===== config.mk =====
export PLATFORM = sky130hd
export DESIGN_NAME = sw_w_mode_ctrl
export DESIGN_NICKNAME = d
export VERILOG_FILES = /design/src/rtl/sw_w_pkg.sv /design/src/rtl/btn_edge_det.sv /design/src/rtl/sw_w_mode_ctrl.sv
export SDC_FILE = /design/constraint.sdc
export NUM_CORES = 1
export LEC_CHECK = 0
export CAP_MARGIN = 10
export CELL_PAD_IN_SITES_DETAIL_PLACEMENT = 0
export CELL_PAD_IN_SITES_GLOBAL_PLACEMENT = 1
export CORE_MARGIN = 2
export CORE_UTILIZATION = 25
export DETAILED_ROUTE_END_ITERATION = 10
export GPL_ROUTABILITY_DRIVEN = 0
export GPL_TIMING_DRIVEN = 1
export HOLD_SLACK_MARGIN = 0.05
export PLACE_DENSITY = 0.54
export SLEW_MARGIN = 30
export SYNTH_ARGS = -nofsm -noshare
export SYNTH_HDL_FRONTEND = slang
export SYNTH_SLANG_ARGS = --single-unit

===== constraint.sdc =====
create_clock -name clk -period 4.82 [get_ports clk]
set_input_delay 0.964 -clock clk [delete_from_list [all_inputs] [get_ports clk]]
set_output_delay 0.964 -clock clk [all_outputs]
set_load 0.03 [all_outputs]

===== src/rtl/sw_w_pkg.sv =====
// -----------------------------------------------------------------------------
// sw_w_pkg
// Shared definitions for the stopwatch/watch mode sequencer:
//   - watch field codes (sec / min / hour)
//   - stopwatch and watch sub-FSM state encodings
//   - display select codes
// -----------------------------------------------------------------------------
package sw_w_pkg;

  // Watch field being edited in set mode. Code 3 is never produced.
  localparam logic [1:0] FLD_SEC  = 2'd0;
  localparam logic [1:0] FLD_MIN  = 2'd1;
  localparam logic [1:0] FLD_HOUR = 2'd2;

  // Display select: which time the display path shows.
  localparam logic SEL_SW = 1'b0;
  localparam logic SEL_W  = 1'b1;

  // Stopwatch sub-FSM. SW_RUN is encoded as 1 so the run output is the state bit.
  typedef enum logic {
    SW_STOP = 1'b0,
    SW_RUN  = 1'b1
  } sw_state_t;

  // Watch sub-FSM.
  typedef enum logic {
    W_RUN = 1'b0,
    W_SET = 1'b1
  } w_state_t;

endpackage : sw_w_pkg


===== src/rtl/btn_edge_det.sv =====
// -----------------------------------------------------------------------------
// btn_edge_det
// Rising-edge detector for one debounced button level.
// Ports:
//   clk    - system clock
//   reset  - asynchronous active-low reset
//   i_btn  - debounced button level
//   o_evt  - high in the cycle the level is first sampled high after being low
// -----------------------------------------------------------------------------
module btn_edge_det (
  input  logic clk,
  input  logic reset,
  input  logic i_btn,
  output logic o_evt
);

  logic r_prev;

  // The history resets to 1 so a button already held when reset releases
  // looks like "still pressed" and produces no event.
  always_ff @(posedge clk or negedge reset) begin
    if (!reset) begin
      r_prev <= 1'b1;
    end else begin
      // NOTE: sequential state uses non-blocking assignment so every flop
      // samples pre-edge values regardless of statement order.
      r_prev <= i_btn;
    end
  end

  assign o_evt = i_btn & ~r_prev;

endmodule : btn_edge_det


===== src/rtl/sw_w_mode_ctrl.sv =====
// -----------------------------------------------------------------------------
// sw_w_mode_ctrl
// Mode and control sequencer for the stopwatch/watch display path.
// Turns four button levels into edge events and drives the display select,
// stopwatch run/clear controls and watch time-set controls, with an
// inactivity timeout that leaves set mode.
// Parameters:
//   SET_TIMEOUT_MS - i_tick pulses without an accepted event before set exits
//   TO_W           - timeout counter width (derived, leave at default)
// Ports:
//   clk, reset     - clock, asynchronous active-low reset
//   i_btn_mode     - toggles display select
//   i_btn_run      - stopwatch run/stop, or field increment in set mode
//   i_btn_clear    - stopwatch clear, or exit set mode
//   i_btn_set      - enter set mode / advance field (watch displayed only)
//   i_tick         - one-cycle 1 ms tick
//   o_sel          - display select: 0 stopwatch, 1 watch
//   o_sw_run       - stopwatch counting enable (level)
//   o_sw_clear     - one-cycle stopwatch clear pulse
//   o_w_set        - watch in set mode (level)
//   o_w_field      - field being set: 0 sec, 1 min, 2 hour
//   o_w_inc        - one-cycle increment pulse for the selected field
// -----------------------------------------------------------------------------
module sw_w_mode_ctrl
  import sw_w_pkg::*;
#(
  parameter int SET_TIMEOUT_MS = 10000,
  parameter int TO_W           = $clog2(SET_TIMEOUT_MS + 1)
) (
  input  logic       clk,
  input  logic       reset,
  input  logic       i_btn_mode,
  input  logic       i_btn_run,
  input  logic       i_btn_clear,
  input  logic       i_btn_set,
  input  logic       i_tick,
  output logic       o_sel,
  output logic       o_sw_run,
  output logic       o_sw_clear,
  output logic       o_w_set,
  output logic [1:0] o_w_field,
  output logic       o_w_inc
);

  localparam logic [TO_W-1:0] TO_LAST = TO_W'(SET_TIMEOUT_MS - 1);

  logic w_ev_mode;
  logic w_ev_run;
  logic w_ev_clear;
  logic w_ev_set;

  btn_edge_det u_edge_mode  (.clk(clk), .reset(reset), .i_btn(i_btn_mode),  .o_evt(w_ev_mode));
  btn_edge_det u_edge_run   (.clk(clk), .reset(reset), .i_btn(i_btn_run),   .o_evt(w_ev_run));
  btn_edge_det u_edge_clear (.clk(clk), .reset(reset), .i_btn(i_btn_clear), .o_evt(w_ev_clear));
  btn_edge_det u_edge_set   (.clk(clk), .reset(reset), .i_btn(i_btn_set),   .o_evt(w_ev_set));

  logic            r_sel;
  sw_state_t       r_sw_state;
  logic            r_sw_clear;
  w_state_t        r_w_state;
  logic [1:0]      r_w_field;
  logic            r_w_inc;
  logic [TO_W-1:0] r_to_cnt;

  // One event per cycle is served, highest priority first
  // (mode > clear > set > run); the rest are dropped. The timeout only
  // advances in a cycle with no event, so an event always wins over it.
  always_ff @(posedge clk or negedge reset) begin
    if (!reset) begin
      r_sel      <= SEL_SW;
      r_sw_state <= SW_STOP;
      r_sw_clear <= 1'b0;
      r_w_state  <= W_RUN;
      r_w_field  <= FLD_SEC;
      r_w_inc    <= 1'b0;
      r_to_cnt   <= '0;
    end else begin
      // Pulses default low; edge events cannot repeat on consecutive cycles.
      r_sw_clear <= 1'b0;
      r_w_inc    <= 1'b0;

      if (w_ev_mode) begin
        // Switching display always abandons an unfinished set; the
        // stopwatch keeps whatever state it had.
        r_sel     <= ~r_sel;
        r_w_state <= W_RUN;
        r_w_field <= FLD_SEC;
        r_to_cnt  <= '0;
      end else if (w_ev_clear) begin
        if (r_sel == SEL_SW) begin
          if (r_sw_state == SW_STOP) r_sw_clear <= 1'b1;
        end else if (r_w_state == W_SET) begin
          r_w_state <= W_RUN;
          r_w_field <= FLD_SEC;
          r_to_cnt  <= '0;
        end
      end else if (w_ev_set) begin
        if (r_sel == SEL_W) begin
          r_to_cnt <= '0;
          if (r_w_state == W_RUN) begin
            r_w_state <= W_SET;
            r_w_field <= FLD_SEC;
          end else if (r_w_field == FLD_HOUR) begin
            r_w_state <= W_RUN;
            r_w_field <= FLD_SEC;
          end else begin
            r_w_field <= r_w_field + 2'd1;
          end
        end
      end else if (w_ev_run) begin
        if (r_sel == SEL_SW) begin
          r_sw_state <= (r_sw_state == SW_RUN) ? SW_STOP : SW_RUN;
        end else if (r_w_state == W_SET) begin
          r_w_inc  <= 1'b1;
          r_to_cnt <= '0;
        end
      end else if (r_w_state == W_SET && i_tick) begin
        if (r_to_cnt == TO_LAST) begin
          r_w_state <= W_RUN;
          r_w_field <= FLD_SEC;
          r_to_cnt  <= '0;
        end else begin
          r_to_cnt <= r_to_cnt + TO_W'(1);
        end
      end
    end
  end

  assign o_sel      = r_sel;
  assign o_sw_run   = (r_sw_state == SW_RUN);
  assign o_sw_clear = r_sw_clear;
  assign o_w_set    = (r_w_state == W_SET);
  assign o_w_field  = r_w_field;
  assign o_w_inc    = r_w_inc;

endmodule : sw_w_mode_ctrl

# Word-level counts from Yosys, hierarchy flattened
# Index checks and enable logic that the tools add are counted.
# Widths: inputs -> output; s select.
classes:
  n_eq_ne: 7
  reduce_logical: 8
  addsub: 2
  bitwise_logic: 12
  muxes: 40
ops:
  columns: ["op", "count"]
  rows:
  - ["$mux 14", 9]
  - ["$mux 2", 11]
  - ["$mux 1", 20]
  - ["$add 14x1->14 const B", 1]
  - ["$eq 14x14->1 const B", 1]
  - ["$reduce_and 5->1", 2]
  - ["$ne 3x3->1 const B", 3]
  - ["$not 1->1", 8]
  - ["$reduce_bool 4->1", 2]
  - ["$reduce_and 6->1", 1]
  - ["$reduce_bool 5->1", 1]
  - ["$and 1x1->1", 4]
  - ["$ne 4x2->1 const B", 1]
  - ["$ne 4x4->1 const B", 1]
  - ["$add 2x1->2 const B", 1]
  - ["$eq 2x2->1 const B", 1]
  - ["$reduce_and 2->1", 1]
  - ["$logic_and 1x1->1", 1]
totals:
  reg_bits: 25
  inputBits: 7
  output_inout_bits: 7

# Longest topological paths before layout
# Gate-level depths: netlist of the first run.
logic_depth:
  ltp_word: 7
  mapped_depth: 7
  depth_no_buf: 6

# Cells and area by module
# From an unflattened synthesis of the first run, not the netlist that was laid out.
hier_totals:
  hier_cells: 180
  hier_area_um2: 1590.3
by_module_without_submodules:
  columns: ["mod", "instances", "seq_area_each_um2", "area_per_inst_um2", "cells_each"]
  rows:
  - ["sw_w_mode_ctrl", 1, 525.5, 1430.1, 172]
  - ["btn_edge_det", 4, 26.3, 40.0, 2]

# Worst setup path before layout of the first run
# OpenSTA, ideal clock, no wires.
synth_timing:
  path_kind: "input -> register"
  startpoint: "input port i_btn_set"
  endpoint: "register r_w_field[0] (netlist: o_w_field[0])"
  arrival_ps: 2179
  t_required_ps: 4692
  path_stages: 5
  setup_slack_ps: 2514
  setup_time_ps: 128
  path_cell_list: "and2b_1 > nor4_1 > nand2_2 > o21ai_2 > mux2_1"
synth_between:
  elab_chain_cells: 4
  word_cells_on_any_way: 9
synth_lines:
  columns: ["item", "line", "text"]
  rows:
  - ["start, declared", "sw_w_mode_ctrl.sv:35", "input logic i_btn_set,"]
  - ["$and 1x1->1 (*)", "btn_edge_det.sv:31", "assign o_evt = i_btn & ~r_prev;"]
  - ["parallel branches: the longest is 3 deep, another holds $reduce_and 6->1", null, null]
  - ["end signal, assigned", "sw_w_mode_ctrl.sv:107", "r_w_field <= r_w_field + 2'd1;"]
  - ["end, declared", "sw_w_mode_ctrl.sv:61", "logic [1:0] r_w_field;"]
# Every way passes the cells marked *.
# A chain may end at the register's enable or synchronous reset.

# Final worst setup path of the first run
# Same ends and word-level chain as after synthesis.

==> results of run 1 <==
final cells by class:
class / instances / share of cell area (%)
Clock buffer: 3 / 2.491
Clock inverter: 1 / 0.5283
Inverter: 3 / 0.6792
Multi-Input combinational cell: 117 / 44.08
Sequential cell: 25 / 38.04
Tap cell: 72 / 5.434
Timing Repair Buffer: 15 / 8.755
synthesized netlist by cell type, types with 2 or more instances:
master and number:
nand3_1 14, nand2b_1 4, clkbuf_1 2, dfrtp_1 21, nor4_1 5, buf_2 3
inv_1 3, nor3_1 7, o22ai_1 2, mux2_1 2, o21ai_1 2, nor2b_1 3
dfstp_2 4, a22oi_1 2, nand4b_1 3, nand4_1 8, nor2_1 12, o21ai_0 2
nand3b_1 2, o31ai_1 2, nand2_1 12, a21oi_1 8, a31oi_1 2
layer usage:
layer  track usage (%)  wire length [um]  vias to the layer above
met2             18.81              1612                       31
met4             4.655                51                        0
met3             1.023                98                        4
li1                  -                 -                      604
met1             17.00              1779                      597
met5                 0                 0                        -
power by group:
part	leakage (uW)	switching, uW	total [uW]	internal, uW
registers	0.000330	19.7	245	225
clock network	0.0000261	77.0	138	60.8
logic	0.000283	69.4	115	45.6
total	0.000639	166	498	332
state kept, by name, summed over array words and instances (netlist names):
name                 count
o_w_inc                  1
u_edge_clear.r_prev      1
u_edge_run.r_prev        1
o_w_field                2
o_sw_run                 1
o_sw_clear               1
o_w_set                  1
r_to_cnt                14
u_edge_mode.r_prev       1
u_edge_set.r_prev        1
o_sel                    1
worst max-delay path by stage:
stage	startpoint	end	slack [ns]	cells after the start
after floorplan	i_btn_set	o_w_field[0]$_DFFE_PN0P_	2.51	5
after global placement	i_btn_set	o_w_field[1]$_DFFE_PN0P_	1.68	6
after detailed placement	i_btn_set	o_w_field[0]$_DFFE_PN0P_	1.62	6
after CTS	i_btn_set	o_w_field[0]$_DFFE_PN0P_	1.93	6
after global routing	i_btn_set	o_w_field[1]$_DFFE_PN0P_	1.79	6
final	i_btn_set	o_w_field[0]$_DFFE_PN0P_	1.95	6
kinds of logic after synthesis:
kind of cell    after synthesis  synth area share, %
buf+inv                      10                3.546
mux                           2                1.596
simple gates                 80                32.18
xor+xnor                      2                1.241
compound gates               32                15.87
fa+ha+maj                     1               0.8864
flops                        25                44.68
critical path, cell delays in order:
cell and delay, ns:
clkdlybuf4s50_1 0.44, and2b_1 0.23, nor4_1 0.79, nand2_2 0.16, o21ai_2 0.12, mux2_1 0.34
cell usage in the layout (no fill, tap or decap), types with 4 or more instances in the layout:
master,instances
a21oi_1,8
clkdlybuf4s50_1,13
dfrtp_1,21
dfstp_2,4
nand2_1,12
nand2b_1,4
nand3_1,14
nand4_1,8
nor2_1,12
nor3_1,7
nor4_1,5
stage by stage:
step                      area, um2  hold WS (ns)  worst slack [ns]
after floorplan                1411        0.4646             2.514
after global placement         1608        0.4716             1.684
after detailed placement       1608        0.4755             1.617
after CTS                      1658        0.4893             1.929
after global routing           1658        0.5046             1.795
final                          1658        0.4840             1.948
==> flow_summary_export.csv, run 1 <==
group,metric,value,unit
synth,yosys.area.top_type_share,37.23,%
power,fin_total_pwr,497.7,uW
worst_hold_path,holdPathEnd,"o_sw_clear$_DFF_PN0_",
timing,fin_crit,2.872,ns
timing,slew_viol_final,0,
timing,skew,0.01217,ns
finish,final_util,30.29,%
synth,yosysSeqAreaShare,44.68,%
critical_path,ff2ff_path_depth,5,
clock_tree,clk_pin_slew_worst_paths,0.11,ns
placed_design,place_inst,232,
drt,first_pass_iters,4,
timing,hold_viol,0,
global_routing,grt_antenna_before_repair,0,
finish,multi_input_area,730.7,um2
finish,layout-drive-gt1-share,10.37,%
synth,yosys-top-cells-area,"dfrtp_1, dfstp_2, nand3_1",
finish,fillerInstances,595,
finish,nets,173,
global_routing,grt_max_degree,26,
finish,instances_no_fill,236,
clock_tree,tritoncts,"built",
drt,antenna_left,0,
placed_design,port_buffers,13,
timing,rsz0062_at_grt,"no",
floorplanning,rows,27,
synth,synth_seq_cells,25,
drt,drt_iter0_drc,67,
clock_tree,root_buffer,"clkbuf_8",
synth,synth_edf_count,0,
drt,drc,0,
power,ir_drop,0.1474,mV
placed_design,place.detailed.hpwl,2491,um
floorplanning,die_area,0.006262,mm2
synth,synth_area,0.001411,mm2
finish,syn2layout_area_growth,17.46,%
timing,setup_viol,0,
global_routing,first_global_vias,1184,
floorplanning,start_util,25.79,%
synth,synthesis.instances,152,
clock_tree,clkLatencyLatePin,0.28,ns
clock_tree,clockBufferDepth,2,
synth,synthArstFlopShare,100.0,%
timing,period_share,59.58,%
critical_path,r2r_end,"o_w_field[0]$_DFFE_PN0P_",
critical_path,end_kind,"flip-flop",
clock_tree,post_cts_resized,0,
critical_path,cp_data_arrival_time,3.05,ns
floorplanning,dieWidth,79.14,um
clock_tree,cts_setup_buffers,0,
run_status,status,"completed",
global_routing,grt_pass1_wl,5920,um
clock_tree,hold_buffers,0,
floorplanning,io_pins,14,
critical_path,cp-start-kind,"input port",
critical_path,r2r-start,"u_edge_set.r_prev$_DFF_PN1_",
flow_run,max_cap_violations,0,
clock_tree,cts_num_sinks,25,
critical_path,ff2ff_setup_slack,2.54,ns
worst_hold_path,hold_start,"o_sw_run$_DFFE_PN0P_",
clock_tree,cts_made_buffers,3,
floorplanning,core-area,0.005473,mm2
timing,setup_tns,0,ns
critical_path,cp_max_fo,5,
global_routing,grt_overflow,0,
critical_path,path_class,"in2reg",
drt,vias_per_cell,5.237,
synth,syn-num-nets,160,
drt,wire_per_inst,15.01,um
drt,drt-total-wl,3542,um
timing,worst_slew_pin_slew,0.8994,ns
synth,ys_warn_count,0,
floorplanning,die_h,79.14,um
timing,slew_headroom,39.49,%
global_routing,gr-usage-all-layers,11.97,%
synth,avgSynthCellArea,9.285,um2
worst_hold_path,hold_path_depth,1,
power,leakage,0.0006393,uW
synth,synthFlopType,"dfrtp_1",
finish,seq_area,630.6,um2
power,powerDensity,300.2,mW/mm2
synth,synth_area_leader_cell,"dfrtp_1",
critical_path,cp_data_required_time,5.00,ns
worst_hold_path,min_path_type,"reg2reg",
finish,insertedDiodeCount,0,
drt,vias,1236,
timing,max_freq,0.3482,GHz
clock_tree,htreeDepth,1,
synth,synth_cell_types,50,
Note: power is estimated with default switching activity, not from simulation.
==> run 2: changes to the inputs <==
- clock period: 4.82 -> 3 ns (I/O delays scaled with it)
==> flow_summary_export.csv, run 2 (synthesized netlist as in run 1, its figures left out) <==
group,metric,value,unit
global_routing,grt_overflow,0,
clock_tree,tritoncts,"built",
floorplanning,io_pins,14,
finish,multi_input_area,730.7,um2
floorplanning,die_area,0.006262,mm2
floorplanning,rows,27,
clock_tree,cts_made_buffers,3,
critical_path,critPathMaxStageDelay,0.49,ns
timing,hold_viol,0,
timing,max_freq,0.4404,GHz
clock_tree,htreeDepth,1,
drt,vias,1260,
critical_path,cp_data_required_time,3.16,ns
clock_tree,clk_pin_slew_worst_paths,0.10,ns
drt,wire_per_inst,14.40,um
placed_design,post-place-ws,0.4291,ns
floorplanning,dieWidth,79.14,um
placed_design,place.detailed.hpwl,2492,um
timing,skew,0.004358,ns
clock_tree,post_cts_resized,0,
timing,setup_viol,0,
power,ir_drop,0.2983,mV
timing,worst_slew_pin_slew,0.4833,ns
critical_path,r2r-start,"r_to_cnt[12]$_DFFE_PN0P_",
global_routing,gr-usage-all-layers,11.98,%
timing,setup_tns,0,ns
floorplanning,start_util,25.79,%
worst_hold_path,min_path_type,"reg2reg",
critical_path,path_delay_family,"compound AO/OA/AOI/OAI gates",
timing,fin_crit,2.270,ns
drt,drt-total-wl,3456,um
drt,first_pass_iters,4,
finish,syn2layout_area_growth,19.59,%
critical_path,critPathLaunch,"i_btn_clear",
finish,final_util,30.84,%
critical_path,end_kind,"flip-flop",
critical_path,crit_path_top_delay_cell,"clkdlybuf4s50_1",
flow_run,max_cap_violations,0,
clock_tree,cts_num_sinks,25,
timing,period_share,75.68,%
clock_tree,root_buffer,"clkbuf_8",
drt,drc,0,
power,leakage,0.0006589,uW
finish,final_cell_mix,"dfrtp_1, nand3_1, clkdlybuf4s50_1",
timing,slew_viol_final,0,
floorplanning,core-area,0.005473,mm2
finish,insertedDiodeCount,0,
clock_tree,cts_setup_buffers,0,
power,powerDensity,477.1,mW/mm2
finish,nets,177,
global_routing,first_global_vias,1135,
critical_path,cp-start-kind,"input port",
run_status,status,"completed",
drt,antenna_left,0,
timing,rsz0062_at_grt,"no",
finish,layout-drive-gt1-share,12.50,%
global_routing,grt_antenna_before_repair,0,
timing,setup_ws,0.7296,ns
worst_hold_path,hold_start,"o_sw_run$_DFFE_PN0P_",
finish,largest_reg_flops,14,
placed_design,port_buffers,13,
finish,final_common_cell,"dfrtp_1",
global_routing,grt_max_degree,26,
floorplanning,die_h,79.14,um
global_routing,grt_pass1_wl,5954,um
clock_tree,clockBufferDepth,2,
drt,vias_per_cell,5.250,
critical_path,cp_cell_sequence,"clkdlybuf4s50_1, nor2b_1, nor3_1, a221o_1, buf_4, a22oi_1, o22ai_1",
drt,drt_iter0_drc,89,
timing,hold_ws,0.4936,ns
clock_tree,hold_buffers,0,
critical_path,cp_data_arrival_time,2.43,ns
finish,fillerInstances,599,
timing,slew_headroom,67.66,%
critical_path,path_class,"in2reg",
clock_tree,clkLatencyLatePin,0.28,ns
critical_path,worst-path-buf-inv,2,
critical_path,cp_max_fo,8,
finish,seq_area,630.6,um2
finish,regMostFlops,"r_to_cnt",
-- run 2: cell types whose count changed in the layout (fill, tap and decap cells not counted) --
| cell | before | now |
|---|---|---|
| buf_4 | 2 | 6 |
-- run 2: area by class of cell --
cell class | count | area share, %
multi-input cells | 117 | 43.29
flip-flops and latches | 25 | 37.36
repair buffers | 19 | 10.38
well taps | 72 | 5.337
clock buffers | 3 | 2.446
inverters | 3 | 0.6672
clock inverters | 1 | 0.5189
-- run 2: final timing paths --
| check | slack, ns | end | cells past startpoint |
|---|---|---|---|
| worst min-delay path | 0.49 | o_sw_clear$_DFF_PN0_ | 1 |
| worst max-delay path | 0.73 | r_to_cnt[5]$_DFFE_PN0P_ | 7 |
| min in group asynchronous | 0.70 | o_w_field[1]$_DFFE_PN0P_ | 2 |
| worst min register to register | 0.49 | o_sw_clear$_DFF_PN0_ | 1 |
| worst max register to register | 0.92 | r_to_cnt[9]$_DFFE_PN0P_ | 6 |
| max in group asynchronous | 2.00 | u_edge_run.r_prev$_DFF_PN1_ | 2 |
-- run 2: stage by stage --
stage	power, uW	instance area (um2)	std cells
after floorplan	507.5	1411	152
after global routing	849.0	1688	240
after global placement	590.8	1638	236
after CTS	817.3	1688	240
final	805.3	1688	240
after detailed placement	593.3	1638	236
-- run 2: report_power, final --
group	total (uW)	leakage (uW)	switching, uW	internal, uW
logic	193	0.000303	114	79.4
registers	392	0.000330	30.5	362
clock network	220	0.0000261	122	97.7
total	805	0.000659	267	539
-- run 2: metal layers --
| metal | track usage, % | vias up | share of wire [%] |
|---|---|---|---|
| li1 | - | 606 | - |
| met1 | 18.15 | 619 | 52 |
| met2 | 17.46 | 30 | 44 |
| met3 | 1.023 | 5 | 2.4 |
| met4 | 4.655 | 0 | 1.8 |
| met5 | 0 | - | 0 |
